[src/rtl/ram_arbiter.sv]
// Round-robin arbiter sharing one single-port RAM between two requesters,
// with an optional zero-fill sweep of the whole RAM after reset.
module ram_arbiter #(
  parameter int BUS_WIDTH      = 8,
  parameter int ADDRESS_WIDTH  = 8,
  parameter int CLEAR_ON_RESET = 1
) (
  input  logic                     clk,
  input  logic                     rst,
  input  logic                     req0,
  input  logic                     we0,
  input  logic [ADDRESS_WIDTH-1:0] ad0,
  input  logic [BUS_WIDTH-1:0]     d0,
  output logic                     ack0,
  output logic [BUS_WIDTH-1:0]     q0,
  input  logic                     req1,
  input  logic                     we1,
  input  logic [ADDRESS_WIDTH-1:0] ad1,
  input  logic [BUS_WIDTH-1:0]     d1,
  output logic                     ack1,
  output logic [BUS_WIDTH-1:0]     q1,
  output logic                     busy,
  output logic [ADDRESS_WIDTH-1:0] ram_ad,
  output logic                     ram_st,
  output logic [BUS_WIDTH-1:0]     ram_X,
  input  logic [BUS_WIDTH-1:0]     ram_O
);

  typedef enum logic {S_CLEAR, S_RUN} state_t;

  state_t                   state_q, state_d;
  logic [ADDRESS_WIDTH-1:0] cnt_q, cnt_d;
  logic                     last_q, last_d;   // 1 = port 1 was granted last
  logic [1:0]               ack_q, ack_d;
  logic [BUS_WIDTH-1:0]     q0_q, q0_d, q1_q, q1_d;
  logic                     elig0, elig1, gnt0, gnt1;

  // The ack cycle blocks the same port, forcing a one-cycle gap per port.
  assign elig0 = req0 & ~ack_q[0];
  assign elig1 = req1 & ~ack_q[1];
  assign gnt0  = (state_q == S_RUN) & elig0 & (~elig1 | last_q);
  assign gnt1  = (state_q == S_RUN) & elig1 & (~elig0 | ~last_q);

  always_comb begin
    state_d = state_q;
    cnt_d   = cnt_q;
    last_d  = last_q;
    ack_d   = 2'b00;
    q0_d    = q0_q;
    q1_d    = q1_q;
    ram_ad  = '0;
    ram_st  = 1'b0;
    ram_X   = '0;
    case (state_q)
      S_CLEAR: begin
        ram_ad = cnt_q;
        ram_st = 1'b1;
        cnt_d  = cnt_q + 1'b1;
        if (cnt_q == '1) state_d = S_RUN;
      end
      default: begin
        if (gnt0) begin
          ram_ad   = ad0;
          ram_st   = we0;
          ram_X    = d0;
          ack_d[0] = 1'b1;
          q0_d     = ram_O;
          last_d   = 1'b0;
        end else if (gnt1) begin
          ram_ad   = ad1;
          ram_st   = we1;
          ram_X    = d1;
          ack_d[1] = 1'b1;
          q1_d     = ram_O;
          last_d   = 1'b1;
        end
      end
    endcase
    // Reset aborts whatever access is in flight, including its RAM write.
    if (rst) ram_st = 1'b0;
  end

  always_ff @(posedge clk) begin
    if (rst) begin
      state_q <= (CLEAR_ON_RESET != 0) ? S_CLEAR : S_RUN;
      cnt_q   <= '0;
      last_q  <= 1'b1;
      ack_q   <= 2'b00;
      q0_q    <= '0;
      q1_q    <= '0;
    end else begin
      state_q <= state_d;
      cnt_q   <= cnt_d;
      last_q  <= last_d;
      ack_q   <= ack_d;
      q0_q    <= q0_d;
      q1_q    <= q1_d;
    end
  end

  assign ack0 = ack_q[0];
  assign ack1 = ack_q[1];
  assign q0   = q0_q;
  assign q1   = q1_q;
  assign busy = (state_q == S_CLEAR);

endmodule

[config.mk]
export PLATFORM = sky130hd
export DESIGN_NAME = ram_arbiter
export DESIGN_NICKNAME = d
export VERILOG_FILES = /design/src/rtl/ram_arbiter.sv
export SDC_FILE = /design/constraint.sdc
export NUM_CORES = 1
export LEC_CHECK = 0
export BUFFER_PORTS_ARGS = -buffer_cell sky130_fd_sc_hd__buf_2
export CAP_MARGIN = 15
export CORE_MARGIN = 2
export CORE_UTILIZATION = 43
export CTS_CLUSTER_SIZE = 14
export DETAILED_ROUTE_END_ITERATION = 16
export PLACE_DENSITY = 0.77
export SYNTH_ARGS = -nofsm -noshare
export SYNTH_HDL_FRONTEND = slang
export SYNTH_SLANG_ARGS = --single-unit
export TNS_END_PERCENT = 1
[constraint.sdc]
create_clock -name clk -period 1.72 [get_ports clk]
set_input_delay 0.258 -clock clk [delete_from_list [all_inputs] [get_ports clk]]
set_output_delay 0.258 -clock clk [all_outputs]
set_load 0.01 [all_outputs]
==> results.txt <==
* Clock power frac: 0.358
- Antenna viol nets, final: 0
* Die area: 3685 sq um
* Global-route wire length before repair: 6.368 mm
* Dominant cell by count in the synthesized netlist: dfxtp_1
- Buffering stage count on the worst path with inverters included: 1
- Number of buffers added on ports: 81
* Violated checks: negative setup slack
- Netlist cell types: 34
- 82 I/O pins were placed.
- STA puts the critical path data required time at 1.46 ns.
* Final Hold Slack: roughly 0.18 ns
- The final layout contains routed wiring with a total length of 4.148 mm.
* Final Critical Period: between 1.5 and 2 ns
- The worst register-to-register path begins at state_q.
- After legalization and detailed placement, the total HPWL measured 3.222 mm.
- In the synthesized netlist the dominant register cell turns out to be dfxtp_1.
- In the global route stage, overall resource usage came out at 0.2253.
* Total nets after synthesis: 210
* Leakage dissipation: 0.8954 nW
- Final weighted congestion of routability-driven global placement: 0.7919
- Of all nets on the critical path, the largest fanout is 15.
- The final hold violation count came to 0.
- FF-to-FF path depth: 4
- Sorting the synthesized cells by area gives the leading types as dfxtp_1 41%, nand3_1 7.6%, a21oi_1 7.2%.
- Final WS setup: -0.1242 ns
- The die is 60.71 microns tall.
- Clock tree synthesis inserted a total of 3 buffers.
* Number of placement rows: 20
- Of the total power, the share spent switching nets is 0.2153.
- Worst Hold Path Cells: 3
- Die X: 60.71 microns
* Period utilisation layout: 1.072
- Summing every instance area after synthesis gives 1383 sq um.
- Relative contribution of sequential cells to total power: 0.545
- Counting flops and latches in the post-synthesis netlist gives 28.
- A synthesized cell averages between 8 and 9 sq um.
- Clock insertion delay at the later pin of the skew report: approximately 0.33 ns
- Series of cell instances along the critical path: nor3b_4, nor2_4, a221o_1, buf_2
- Across the run, the number of max-cap violations was 0.
- The net count of the finished layout is 296.
- Largest incremental delay on the critical path: between 0.3 and 0.4 ns
* Maximum vdd ir drop: ~0.00055 V
- Routed via count: 1579
* Antenna cells: 0
* Post-synthesis sequential area ratio: 0.4054
- Setup slack of the worst register-to-register path: 0.18 ns
- Clock tree from TritonCTS: done
* Outcome: complete, but fails checks
- Number of flops mapped to enable cells by yosys: 0
* Ys async rst share: 0
- Relative to the synthesized area, the layout overhead comes to 41.09%.
- Kind of path behind the tightest hold check: input pin to flop
- Total setup violations reported at the end of the flow: 17
- After filler insertion, the fill cell instance count of the layout stands at around 280.
- First-pass detailed-route iteration total: 6
* Number of design-rule violations left by the first detailed-router iteration: 94
* Layout cell share with drive strength beyond 1: 0.4274
* Worst-case headroom to the max-slew limit: 0.7727
- RSZ-0062 raised after global routing: yes
- Routed length per instance: roughly 14 microns
* Final Max Slew Viols: 0
* CTS H-tree depth: 1
- Synth top cells by count: 28 x dfxtp_1, 21 x nand3_1, 20 x a21oi_1, 20 x o21ai_0, 8 x a22o_1
- The root buffer cell chosen for the clock tree is clkbuf_4.
- Summed over all instances, the cell type with the most area after synthesis is dfxtp_1.
- The worst setup path is captured at a primary output.
- In the routed design, unresolved DRC markers number 0.
* Clock edge transition at the registers on the reported setup and hold paths: around 0.15 ns
* Hold path endpoint: q0[0]
- Cell with the largest stage delay on the worst path: dfxtp_4
* Top-area cell type share of the netlist area: 0.4054
* Worst Max-Slew Pin Slew: about 0.34 ns
* Maximum number of pins on one net before global-route repair: 23
- Global routing finished with a remaining overflow of 0.
- Static timing analysis puts the maximum clock frequency at 542.2 MHz.
- The initial utilization of the core area, before any placement, comes to 0.4529.
- Power per cell area: slightly above 600 nW/um^2
- Summed over all nets, the switching power comes to 0.0002595 W.
- For this design, the sink count on the clock tree is 28.
- Reg-to-reg critical path endpoint: cnt_q[7]
* Gate Count Post-Synth: 163
* Core footprint: 3053 sq um
- At the worst endpoint, the arrival time is about 1.6 ns.
- Overall power: 0.001205 W
- For the final database, setup skew stands at 0.004989 ns.
- Synthesis warning total: 0
- Clock buffer depth: 2
- OpenSTA, run right after detailed placement, puts the worst setup slack at 0.1688 ns.
* Internal cell power: 0.0009459 W
* Post-detailed-route via-to-cell ratio: 5.408
- Relative contribution of combinational cells to total power: 0.097
* Top cell family by delay on the critical path: flip-flops
- STA classifies the critical path startpoint as a flop.
* Worst setup path category: flop to primary output
- The worst hold path begins at ram_O[0].
- The via count of the first global-routing pass came to approximately 1.5k.
- The initial antenna violation count came to 0.
-- cell type report --
cell class | count | area, sq um | area share
Multi-Input combinational cell | 122 | 767.0 | 0.3932
Inverter | 1 | 3.754 | 0.001924
Timing Repair Buffer | 93 | 499.2 | 0.2559
Clock inverter | 1 | 30.03 | 0.01539
Sequential cell | 28 | 573.1 | 0.2938
Tap cell | 44 | 55.05 | 0.02822
Clock buffer | 3 | 22.52 | 0.01155
-- cell usage in the layout (no fill, tap or decap), types with 3 or more instances in the layout --
| cell type | n |
|---|---|
| a221o_1 | 7 |
| and3_1 | 5 |
| nand3b_1 | 3 |
| or3_1 | 3 |
| nand2_1 | 4 |
| a21oi_1 | 20 |
| buf_4 | 11 |
| o21ai_0 | 20 |
| nor2b_1 | 4 |
| clkbuf_4 | 3 |
| buf_2 | 81 |
| nand3_1 | 21 |
| nor3_1 | 3 |
| nor2_1 | 6 |
| dfxtp_1 | 24 |
| a22o_1 | 8 |
| dfxtp_4 | 3 |
-- how the worst max path moves through the flow --
stage	to	start	cells past startpoint	slack, ns
after floorplan	ram_st	ack_q[0]	4	0.10
after global placement	ram_ad[3]	last_q	5	0.20
after detailed placement	ram_ad[7]	last_q	4	0.17
after CTS	ram_ad[0]	last_q	5	-0.17
after global routing	ram_ad[0]	ack_q[1]	4	-0.22
final	ram_ad[0]	ack_q[1]	4	-0.12
-- stage by stage --
stage                     instance area (sq um)  std cells    util  TNS (ns)
after detailed placement                   1871        288  0.6127         0
after global routing                       1951        292  0.6389    -3.111
after global placement                     1871        288  0.6127         0
after CTS                                  1933        292  0.6332    -1.793
final                                      1951        292  0.6389    -1.552
after floorplan                            1383        163       -         0
-- layer usage --
| metal | track usage | up-vias | share of wire | routed length [microns] |
|---|---|---|---|---|
| met1 | 0.2751 | 744 | 0.44 | 1845 |
| li1 | - | 780 | - | - |
| met2 | 0.4101 | 53 | 0.50 | 2077 |
| met3 | 0.03838 | 2 | 0.051 | 210 |
| met5 | 0 | - | 0 | 0 |
| met4 | 0.05590 | 0 | 0.0034 | 14 |
-- worst min-delay path, stage by stage --
cell and delay (ns):
buf_2 0.11, nand3_1 0.06, a21oi_1 0.06
-- registers in the layout, indices dropped and copies added (netlist names) --
signal / count
cnt_q: 8
q0: 8
q1: 8
ack_q: 2
last_q: 1
state_q: 1
-- timing repair --
| action | CTS | global route |
|---|---|---|
| buffers inserted | 0 | 1 |
| pin swaps | 1 | 11 |
| endpoints found under the setup margin | 17 | 17 |
| endpoints found under the hold margin | 0 | 0 |
| hold buffers | 0 | 0 |
| resized for setup | 5 | 6 |
-- power groups by stage --
stage               Clock, W  Combinational, W  Sequential (W)
floorplan                  0         0.0000421        0.000674
global placement           0          0.000115        0.000675
detailed placement         0          0.000115        0.000676
CTS                 0.000444          0.000116        0.000662
global route        0.000469          0.000128        0.000658
finish              0.000431          0.000117        0.000657
-- logic make-up (layout without fill, tap and decap cells) --
| group | Yosys count | after routing | share of synthesized area |
|---|---|---|---|
| compound gates | 58 | 58 | 0.2643 |
| xor+xnor | 2 | 2 | 0.01267 |
| fa+ha+maj | 1 | 1 | 0.009048 |
| buf+inv | 13 | 98 | 0.04795 |
| flops | 28 | 28 | 0.4054 |
| mux | 1 | 1 | 0.007240 |
| simple gates | 60 | 60 | 0.2534 |
(Power assumes the default switching activity.)
